### config.mk
export PLATFORM = sky130hd
export DESIGN_NAME = reservation_station
export DESIGN_NICKNAME = d
export VERILOG_FILES = /design/src/rtl/reservation_station.sv
export SDC_FILE = /design/constraint.sdc
export NUM_CORES = 1
export LEC_CHECK = 0
export BUFFER_PORTS_ARGS = -buffer_cell sky130_fd_sc_hd__buf_2
export CAP_MARGIN = 10
export CORE_ASPECT_RATIO = 2
export CORE_MARGIN = 2
export CORE_UTILIZATION = 52
export DETAILED_ROUTE_END_ITERATION = 7
export PLACE_DENSITY = 0.8
export SYNTH_ARGS = -nofsm -noshare
export SYNTH_HDL_FRONTEND = slang
export SYNTH_SLANG_ARGS = --single-unit
export TNS_END_PERCENT = 10
### constraint.sdc
create_clock -name clock -period 2.8 [get_ports clock]
set_input_delay 0.14 -clock clock [delete_from_list [all_inputs] [get_ports clock]]
set_output_delay 0.14 -clock clock [all_outputs]
set_load 0.01 [all_outputs]
### src/rtl/reservation_station.sv
// rtl/reservation_station.sv - Tomasulo reservation station feeding a single functional unit
module reservation_station #(
    parameter int DEPTH  = 3,
    parameter int TAG_W  = 3,
    parameter int DATA_W = 16
) (
    input  logic              clock,
    input  logic              reset,
    input  logic              disp_valid,
    input  logic [DATA_W-1:0] disp_inst,
    input  logic [TAG_W-1:0]  disp_tag,
    input  logic              disp_a_rdy,
    input  logic [DATA_W-1:0] disp_a_val,
    input  logic [TAG_W-1:0]  disp_a_tag,
    input  logic              disp_b_rdy,
    input  logic [DATA_W-1:0] disp_b_val,
    input  logic [TAG_W-1:0]  disp_b_tag,
    output logic              rs_full,
    input  logic              cdb_valid,
    input  logic [TAG_W-1:0]  cdb_tag,
    input  logic [DATA_W-1:0] cdb_data,
    input  logic              fu_available,
    output logic              fu_valid,
    output logic [DATA_W-1:0] fu_inst,
    output logic [TAG_W-1:0]  fu_tag,
    output logic [DATA_W-1:0] fu_r1,
    output logic [DATA_W-1:0] fu_r2
);

    localparam int IDX_W = (DEPTH > 1) ? $clog2(DEPTH) : 1;

    // Entry storage
    logic [DEPTH-1:0]  busy_q,  busy_d;
    logic [DEPTH-1:0]  a_rdy_q, a_rdy_d;
    logic [DEPTH-1:0]  b_rdy_q, b_rdy_d;
    logic [DATA_W-1:0] inst_q  [DEPTH];
    logic [DATA_W-1:0] inst_d  [DEPTH];
    logic [TAG_W-1:0]  tag_q   [DEPTH];
    logic [TAG_W-1:0]  tag_d   [DEPTH];
    logic [DATA_W-1:0] a_val_q [DEPTH];
    logic [DATA_W-1:0] a_val_d [DEPTH];
    logic [TAG_W-1:0]  a_tag_q [DEPTH];
    logic [TAG_W-1:0]  a_tag_d [DEPTH];
    logic [DATA_W-1:0] b_val_q [DEPTH];
    logic [DATA_W-1:0] b_val_d [DEPTH];
    logic [TAG_W-1:0]  b_tag_q [DEPTH];
    logic [TAG_W-1:0]  b_tag_d [DEPTH];

    // Output / status registers
    logic              rs_full_q, rs_full_d;
    logic              fu_valid_q;
    logic [DATA_W-1:0] fu_inst_q;
    logic [TAG_W-1:0]  fu_tag_q;
    logic [DATA_W-1:0] fu_r1_q;
    logic [DATA_W-1:0] fu_r2_q;

    // Selection signals
    logic [DEPTH-1:0]  ready;
    logic              any_ready;
    logic [IDX_W-1:0]  issue_idx;
    logic              issue_en;
    logic              any_free;
    logic [IDX_W-1:0]  disp_idx;
    logic              disp_en;
    logic              a_bypass;
    logic              b_bypass;

    assign rs_full  = rs_full_q;
    assign fu_valid = fu_valid_q;
    assign fu_inst  = fu_inst_q;
    assign fu_tag   = fu_tag_q;
    assign fu_r1    = fu_r1_q;
    assign fu_r2    = fu_r2_q;

    // Lowest-index ready entry and lowest-index free entry, both from registered state
    always_comb begin
        ready     = '0;
        any_ready = 1'b0;
        issue_idx = '0;
        any_free  = 1'b0;
        disp_idx  = '0;
        for (int i = DEPTH - 1; i >= 0; i--) begin
            ready[i] = busy_q[i] && a_rdy_q[i] && b_rdy_q[i];
            if (ready[i]) begin
                any_ready = 1'b1;
                issue_idx = IDX_W'(i);
            end
            if (!busy_q[i]) begin
                any_free = 1'b1;
                disp_idx = IDX_W'(i);
            end
        end
    end

    // The hold-off after a pulse gives the FU a cycle to drop fu_available
    assign issue_en = fu_available && !fu_valid_q && any_ready;
    // A full station refuses dispatch even when an issue frees an entry this cycle
    assign disp_en  = disp_valid && !rs_full_q && any_free;
    assign a_bypass = cdb_valid && !disp_a_rdy && (disp_a_tag == cdb_tag);
    assign b_bypass = cdb_valid && !disp_b_rdy && (disp_b_tag == cdb_tag);

    // Next-state for every entry: CDB capture, issue release, dispatch write
    always_comb begin
        busy_d  = busy_q;
        a_rdy_d = a_rdy_q;
        b_rdy_d = b_rdy_q;
        for (int i = 0; i < DEPTH; i++) begin
            inst_d[i]  = inst_q[i];
            tag_d[i]   = tag_q[i];
            a_val_d[i] = a_val_q[i];
            a_tag_d[i] = a_tag_q[i];
            b_val_d[i] = b_val_q[i];
            b_tag_d[i] = b_tag_q[i];

            if (cdb_valid && busy_q[i] && !a_rdy_q[i] && (a_tag_q[i] == cdb_tag)) begin
                a_rdy_d[i] = 1'b1;
                a_val_d[i] = cdb_data;
            end
            if (cdb_valid && busy_q[i] && !b_rdy_q[i] && (b_tag_q[i] == cdb_tag)) begin
                b_rdy_d[i] = 1'b1;
                b_val_d[i] = cdb_data;
            end

            if (issue_en && (issue_idx == IDX_W'(i))) begin
                busy_d[i] = 1'b0;
            end

            // Dispatch targets a free entry, so it never collides with issue or capture
            if (disp_en && (disp_idx == IDX_W'(i))) begin
                busy_d[i]  = 1'b1;
                inst_d[i]  = disp_inst;
                tag_d[i]   = disp_tag;
                a_tag_d[i] = disp_a_tag;
                b_tag_d[i] = disp_b_tag;
                a_rdy_d[i] = disp_a_rdy || a_bypass;
                b_rdy_d[i] = disp_b_rdy || b_bypass;
                a_val_d[i] = a_bypass ? cdb_data : disp_a_val;
                b_val_d[i] = b_bypass ? cdb_data : disp_b_val;
            end
        end
        rs_full_d = &busy_d;
    end

    // Entry state registers; reset drops all held work
    always_ff @(posedge clock) begin
        if (reset) begin
            busy_q    <= '0;
            a_rdy_q   <= '0;
            b_rdy_q   <= '0;
            rs_full_q <= 1'b0;
            for (int i = 0; i < DEPTH; i++) begin
                inst_q[i]  <= '0;
                tag_q[i]   <= '0;
                a_val_q[i] <= '0;
                a_tag_q[i] <= '0;
                b_val_q[i] <= '0;
                b_tag_q[i] <= '0;
            end
        end else begin
            busy_q    <= busy_d;
            a_rdy_q   <= a_rdy_d;
            b_rdy_q   <= b_rdy_d;
            rs_full_q <= rs_full_d;
            for (int i = 0; i < DEPTH; i++) begin
                inst_q[i]  <= inst_d[i];
                tag_q[i]   <= tag_d[i];
                a_val_q[i] <= a_val_d[i];
                a_tag_q[i] <= a_tag_d[i];
                b_val_q[i] <= b_val_d[i];
                b_tag_q[i] <= b_tag_d[i];
            end
        end
    end

    // Issue register: one-cycle pulse, payload held between issues
    always_ff @(posedge clock) begin
        if (reset) begin
            fu_valid_q <= 1'b0;
            fu_inst_q  <= '0;
            fu_tag_q   <= '0;
            fu_r1_q    <= '0;
            fu_r2_q    <= '0;
        end else begin
            fu_valid_q <= issue_en;
            if (issue_en) begin
                fu_inst_q <= inst_q[issue_idx];
                fu_tag_q  <= tag_q[issue_idx];
                fu_r1_q   <= b_val_q[issue_idx];
                fu_r2_q   <= a_val_q[issue_idx];
            end
        end
    end

endmodule

# == Word-level counts from Yosys, hierarchy flattened ==
# Memory sizes are Yosys's and may differ from the RTL's. A register that Yosys moved wholly into a read port is not among the register bits.
# Index checks and enable logic that the tools add are counted.
# totals
mem_bits_ro,0
inputBits,83
out_inout_bits,53
register_bits,11
n_memories,6
mem_bits_rw,171
latchBits,0
# classes
mux,77
div_mod_pow,0
bitwise,18
reduce_logical,65
n_shift,0
magnitude_cmp,0
eq_ne,21
add_sub_neg,0
n_mul,0
# memory_table
memory,depth,word_bits,read_ports,rd_ports_with_merged_regs,write_ports,line_no,text
a_val_q,3,16,1,1,3,40,logic [DATA_W-1:0] a_val_q [DEPTH];
b_val_q,3,16,1,1,3,44,logic [DATA_W-1:0] b_val_q [DEPTH];
inst_q,3,16,1,1,3,36,logic [DATA_W-1:0] inst_q [DEPTH];
a_tag_q,3,3,3,0,3,42,logic [TAG_W-1:0] a_tag_q [DEPTH];
b_tag_q,3,3,3,0,3,46,logic [TAG_W-1:0] b_tag_q [DEPTH];
tag_q,3,3,1,1,3,38,logic [TAG_W-1:0] tag_q [DEPTH];
# ops
cell,n
two-way mux 16 bit,26
two-way mux 3 bit,18
logical AND 1 bit,35
two-way mux 1 bit,27
== test 3 bit,8
bitwise OR 1 bit,18
AND reduction 2 bit,9
two-way mux 2 bit,6
!= test 2 bit (second input constant),6
nonzero test 2 bit,6
logical NOT 1 bit,10
== test 2 x 1 -> 1 bit (second input constant),2
== test 2 bit (second input constant),2
logical NOT 2 bit,2
!= test 1 bit (second input constant),3
AND reduction 3 bit,1
logical OR 1 bit,2

# == Depth between registers and ports, before layout ==
# Gate-level depths: netlist (run 1).
# logic_depth
depth_word,10
depth_mapped,7
depth_no_buf,4

# == Least setup slack after synthesis (run 1) ==
# OpenSTA, ideal clock, no wires.
# synth_timing
kind,reg-to-reg
startpoint,register busy_q[0]
endpoint,memory inst_q[1][0] (enable)
arrival_ns,1.729
slack_ns,0.697
setup_time_ns,0.374
n_path_buf,3
required_ns,2.426
stages_incl_launch_ff,7
path_cell_list,dfxtp_1 -> buf_2 -> nor4bb_1 -> buf_2 -> clkbuf_1 -> nor2_1 -> inv_1
# synth_lines
element,line_no,text
start: declaration,33,"logic [DEPTH-1:0] busy_q, busy_d;"
start signal: assignment,160,busy_q <= busy_d;
end: declaration,36,

# == Final worst setup path (run 1) ==
# layout_timing
startpoint,register busy_q[0]
endpoint,"register fu_r1_q[12] (netlist: fu_r1[12]), read port of b_val_q"
# layout_between
elab_chain_len,4
elab_cells_between_ends,5
# layout_rtl
element,line_no,text
logical AND 1 bit (*) (2 in a row),83,ready[i] = busy_q[i] && a_rdy_q[i] && b_rdy_q[i];
two-way mux 1 bit,84,if (ready[i]) begin
logical AND 1 bit,96,assign issue_en = fu_available && !fu_valid_q && any_ready;
end: declaration,54,logic [DATA_W-1:0] fu_r1_q;
# Every way passes the cells marked *; elsewhere a longest branch is shown, timed or not.
# A chain may end at the register's enable or synchronous reset.

==> flow_summary_export.csv, run 1 <==
group,metric,value,unit
sta,min_period,2.45,ns
die,core_area,20300,um2
routing,viasPerCell,6.17,
synth,syn-instance-count,1001,
synth,yosys.area_share.simple,16.2,%
synth,seq_area_frac_synth,58.0,%
worst_setup_path,cp_num_buf_inv,1,
clocking,path_clk_slew,0.07,ns
routing,vias,8678,
clocking,cts_tree,"built",
global_route,grt_pass1_wl,45800,um
routing,route.detailed.wl_per_inst,21.0,um
worst_setup_path,crit_path_end_kind,"flip-flop",
run_status,status,"completed",
synth,synthAdderAreaFrac,0.0937,%
global_route,grt_pass1_vias,8499,
synth,ys_types,41,
final_layout,finalNetCount,1208,
clocking,clk_latency,0.50,ns
die,rows,74,
clocking,cts_buffers,20,
worst_setup_path,crit_family,"simple AND/OR/NAND/NOR gates",
min_path,hp-class,"in -> reg",
worst_setup_path,cp.arrival,2.86,ns
sta,rsz0062_at_grt,"no",
synth,synth_nets,1084,
die,die_h,207,um
final_layout,area_growth,17.2,%
synth,synth_xor_area_share,2.50,%
synth,avgSynthCellArea,10.7,um2
worst_setup_path,reg2reg_slack,0.35,ns
sta,slew_violations,0,
worst_setup_path,path_max_fanout,32,
worst_setup_path,crit_type,"reg -> reg",
global_route,antenna_found_initial,0,
synth,synth_mux_area_share,0,%
pwr,p_per_area,602,nW/um2
clocking,postCtsSetupRepairBufs,0,
placement,numPortBuffers,135,
sta,tns,0,ns
worst_setup_path,cp-start-kind,"flip-flop",
die,die-area,21800,um2
sta,period_share,87.4,%
placement,place.gp.congestion,0.877,
worst_setup_path,slowest_stage,"nor3_4",
clocking,cts_sinks,233,
synth,ys_warn_count,0,
clocking,cts_max_path_buffers,3,
synth,synth_compound_area_share,19.1,%
sta,clock.fmax,409,MHz
flow_run,maxCapViolCount,0,
worst_setup_path,required,3.21,ns
die,io_pins,136,
pwr,leakagePower,4.83,nW
routing,drc_errors,0,
routing,wirelength,29500,um
global_route,grt_max_degree,54,
placement,placedCellCount,1351,
synth,async_reset_ff_share,0,%
sta,setup_viol,0,
synth,ys.flop_type,"edfxtp_1",
sta,hold_violations,0,
sta,hold_ws,0.00652,ns
sta,finClkSkew,0.0116,ns
routing,first_iter_violations,947,
final_layout,final_cell_count_no_fill,1406,
sta,tightest_slew,0.925,ns
die,start_util,52.7,%
synth,ys_seq_elements,233,
clocking,cts_resized,0,
global_route,track_usage,27.0,%
synth,synth_top_family_by_area,"compound AO/OA/AOI/OAI gates",
routing,firstDrtPassIters,6,
sta,slew_headroom,37.9,%
synth,synth_enable_flop_cells,153,
clocking,h-tree-depth,1,
die,die_width,105,um
global_route,grt_overflow,0,
synth,netlist_area,10700,um2
pwr,ir_drop,0.000475,V
final_layout,drive_gt1_share,20.0,%
clocking,cts_hold_buf,17,
worst_setup_path,cp_slowest_stage_delay,0.78,ns
worst_setup_path,path_cells,"and3_1 -> nor3_4 -> buf_4 -> a211oi_1 -> o2bb2ai_1",
placement,dp_hpwl,19600,um
routing,postRouteAntennaNets,0,
clocking,root_buffer,"clkbuf_16",
[registers in the layout, summed over array words and instances (netlist names)]
name and count:
rs_full 1, fu_tag 3, a_val_q 48, a_rdy_q 3, fu_inst 16, tag_q 9
busy_q 3, a_tag_q 9, fu_r1 16, fu_valid 1, b_rdy_q 3, b_val_q 48
fu_r2 16, inst_q 48, b_tag_q 9
[path summary, 6_finish.rpt]
kind         cells after the start                endpoint                  start
max                              5  fu_r1[12]$_SDFFE_PP0P_   busy_q[0]$_SDFF_PP0_
min                              2   tag_q[1][0]$_DFFE_PP_            disp_tag[0]
max reg2reg                      5  fu_r1[12]$_SDFFE_PP0P_   busy_q[0]$_SDFF_PP0_
min reg2reg                      1   fu_r2[0]$_SDFFE_PP0P_  fu_r2[0]$_SDFFE_PP0P_
[layout by cell type (no fill, tap or decap), types with 5 or more instances in the layout]
master         instances
nand3_1              100
nand2_1              106
nand4_1                7
o21ai_0               77
buf_2                135
xor2_2                 5
and3b_1                6
clkbuf_16             21
nand2b_1               5
nor2_1                12
dfxtp_1               80
o21ai_1                8
a21oi_1              116
dlygate4sd3_1         18
a211oi_1              55
xnor2_1               18
and3_1                54
o2bb2ai_1             51
edfxtp_1             153
buf_4                 39
and2_1                19
[Yosys cell counts (all sizes together) (2+ instances only)]
cell	n	area, um2
nor3	4	25.0
nand2b	5	31.3
and2	19	119
or3	2	12.5
nand3	102	510
dfxtp	80	1600
nand2	107	402
o41ai	4	110
and3	54	338
inv	2	7.51
or4	2	22.5
a41o	2	20.0
nor2b	2	12.5
xnor2	18	158
clkbuf	60	225
a221oi	3	26.3
and4	2	17.5
nor4	2	42.5
buf	32	205
nor2	12	45.0
o2bb2ai	51	447
and3b	6	52.6
o21ai	85	425
edfxtp	153	4590
a211oi	55	413
xor2	6	109
nand4	7	43.8
a21oi	117	586
[final cells by class]
cell class	count	area, um2
Clock buffer	26	554
Fill cell	1596	7750
Timing Repair Buffer	194	1190
Antenna cell	1	2.50
Multi-Input combinational cell	674	4100
Tap cell	266	333
Sequential cell	233	6200
Clock inverter	10	138
Inverter	2	7.51
[cell families after synthesis]
kind of cell,after synthesis
XOR/XNOR,24
buffers and inverters,94
AO/OA/AOI/OAI,318
AND/OR/NAND/NOR,331
flip-flops,233
adder cells (fa/ha/maj),1
[power by group]
| group | switching [mW] | internal (mW) |
|---|---|---|
| clock network | 1.23 | 1.69 |
| registers | 0.0548 | 3.87 |
| logic | 0.455 | 0.240 |
| total | 1.74 | 5.80 |
[routing by layer]
metal	vias to the layer above	share of wire (%)	wire length, um	global-route usage, %
met5	-	0	0	0
met2	444	51	14900	47.2
met3	105	7.4	2190	3.45
li1	3992	-	-	-
met4	0	6.9	2020	16.9
met1	4137	35	10400	31.2
[stage by stage]
step                cell area, um2  util [%]  worst slack (ns)  total power [mW]
CTS                          12500      61.7             0.410              7.56
floorplan                    10700         -             0.697              4.39
detailed placement           11600      57.4             0.408              4.66
global route                 12500      61.7             0.255              7.78
finish                       12500      61.8             0.352              7.54
global placement             11600      57.4             0.565              4.64
No activity file was read; power rests on OpenSTA's default activity.
==> run 2: changes to the inputs <==
- GPL_TIMING_DRIVEN: unset -> 0
==> run 2 against run 1 <==
Effect of this change: critical path depth unchanged; hold slack improved by 0.019 ns; final area increased by 0.83%; non-clock buffer count increased by 56; die area unchanged; largest power group unchanged.
==> flow_summary_export.csv, run 2 (synthesis results as in run 1) <==
group,metric,value,unit
die,die_width,105,um
min_path,worstHoldPathCells,3,
worst_setup_path,cp_slowest_stage_delay,0.60,ns
die,die-area,21800,um2
placement,numPortBuffers,132,
clocking,cts_sinks,233,
routing,wirelength,32700,um
placement,place.gp.congestion,0.963,
sta,finClkSkew,0.0135,ns
global_route,grt_pass1_vias,9058,
die,die_h,207,um
pwr,p_total,7.53,mW
final_layout,final_common_cell,"edfxtp_1",
clocking,cts_tree,"built",
sta,slew_violations,0,
routing,drc_errors,0,
placement,dp_slack,-0.266,ns
final_layout,drive_gt1_share,18.4,%
final_layout,num-fill-cells,1622,
final_layout,final_cell_count_no_fill,1461,
worst_setup_path,crit_type,"reg -> reg",
clocking,clk_latency,0.51,ns
clocking,cts_buffers,20,
routing,viasPerCell,6.26,
flow_run,maxCapViolCount,0,
routing,firstDrtPassIters,7,
final_layout,multi_input_area,4060,um2
worst_setup_path,path_max_fanout,16,
sta,period_share,98.1,%
worst_setup_path,crit_path_end_kind,"flip-flop",
pwr,p_per_area,597,nW/um2
sta,slew_headroom,46.9,%
die,rows,74,
sta,tightest_slew,0.797,ns
placement,placed_area,11700,um2
final_layout,final_cell_area,12600,um2
routing,vias,9146,
worst_setup_path,cp.arrival,2.90,ns
routing,route.detailed.wl_per_inst,22.4,um
final_layout,final_cell_mix,"153 x edfxtp_1, 152 x buf_2, 117 x a21oi_1",
die,io_pins,136,
die,start_util,52.7,%
global_route,track_usage,29.9,%
final_layout,top_regs,"a_val_q x48, b_val_q x48, inst_q x48",
global_route,antenna_found_initial,0,
final_layout,finalNetCount,1264,
die,core_area,20300,um2
sta,setup_viol,0,
global_route,grt_overflow,0,
worst_setup_path,reg2regPathDepth,5,
worst_setup_path,path_cells,"buf_2 -> nor3b_4 -> clkbuf_1 -> nor2_1 -> nand2_2",
min_path,hp-class,"in -> reg",
final_layout,area_growth,18.2,%
sta,min_period,2.75,ns
sta,hold_violations,0,
sta,setup_slack,0.0537,ns
pwr,leakagePower,4.83,nW
placement,placedCellCount,1399,
sta,clock.fmax,364,MHz
global_route,grt_max_degree,20,
worst_setup_path,slowest_stage,"nor3b_4",
run_status,status,"completed",
worst_setup_path,cp-start-kind,"flip-flop",
worst_setup_path,required,2.96,ns
clocking,h-tree-depth,1,
routing,postRouteAntennaNets,0,
final_layout,antennaDiodeCount,0,
final_layout,seq_area,6200,um2
placement,dp_hpwl,23300,um
clocking,root_buffer,"clkbuf_16",
pwr,ir_drop,0.000521,V
sta,rsz0062_at_grt,"no",
clocking,cts_max_path_buffers,3,
global_route,grt_pass1_wl,49600,um
routing,first_iter_violations,1127,
clocking,postCtsSetupRepairBufs,0,
clocking,path_clk_slew,0.07,ns
run 2: cell types whose count changed in the layout (fill, tap and decap cells not counted), moves of 3 or more:
cell	change
buf_4	-35
nand2_2	+3
clkinvlp_4	+3
buf_6	+6
dlygate4sd3_1	+9
nand2_1	-3
clkbuf_1	+55
clkinv_2	+4
buf_2	+17
run 2: metrics by stage:
step | hold slack (ns) | TNS (ns) | util (%)
2_1_floorplan | 0.276 | 0 | -
3_3_place_gp | 0.437 | -6.12 | 57.6
3_5_place_dp | 0.442 | -11.12 | 57.6
4_1_cts | 0.0172 | -2.56 | 62.3
5_1_grt | 0.0225 | 0 | 62.3
6_report | 0.0250 | 0 | 62.3
run 2: final cells by class:
| type | instances | share of cell area [%] |
|---|---|---|
| well taps | 266 | 2.64 |
| multi-input cells | 674 | 32.2 |
| plain buffers | 91 | 3.39 |
| clock buffers | 22 | 4.19 |
| inverters | 2 | 0.119 |
| repair buffers | 159 | 7.37 |
| clock inverters | 14 | 1.07 |
| flip-flops and latches | 233 | 49.1 |
run 2: worst max-delay path, delay by kind of cell, from the launching register on:
kind | cells | cell delay [ns]
buf+inv | 2 | 0.72
flops | 1 | 0.35
simple gates | 3 | 1.31
run 2: path summary, 6_finish.rpt:
kind / start / end / slack, ns
max: busy_q[0]$_SDFF_PP0_ / a_val_q[0][2]$_SDFFCE_PN0P_ / 0.05
min: disp_b_val[10] / b_val_q[1][10]$_SDFFCE_PN0P_ / 0.03
max reg2reg: busy_q[0]$_SDFF_PP0_ / a_val_q[0][2]$_SDFFCE_PN0P_ / 0.05
min reg2reg: fu_inst[14]$_SDFFE_PP0P_ / fu_inst[14]$_SDFFE_PP0P_ / 0.46
run 2: timing repair:
action | CTS | global route
gates resized for setup | 5 | 4
hold endpoints to repair | 75 | 0
endpoints found under the setup margin | 121 | 70
hold buffers | 27 | 0
run 2: layer usage:
layer / share of wire, % / vias up / global-route usage [%]
met5: 0 / - / 0
met4: 7.7 / 0 / 20.7
met3: 7.8 / 159 / 4.52
met2: 51 / 558 / 53.4
met1: 33 / 4319 / 32.3
li1: - / 4110 / -
run 2: where the power goes:
group	switching [mW]	total, mW	internal [mW]
Combinational	0.485	0.724	0.239
Clock	1.32	2.88	1.57
Sequential	0.0549	3.93	3.87
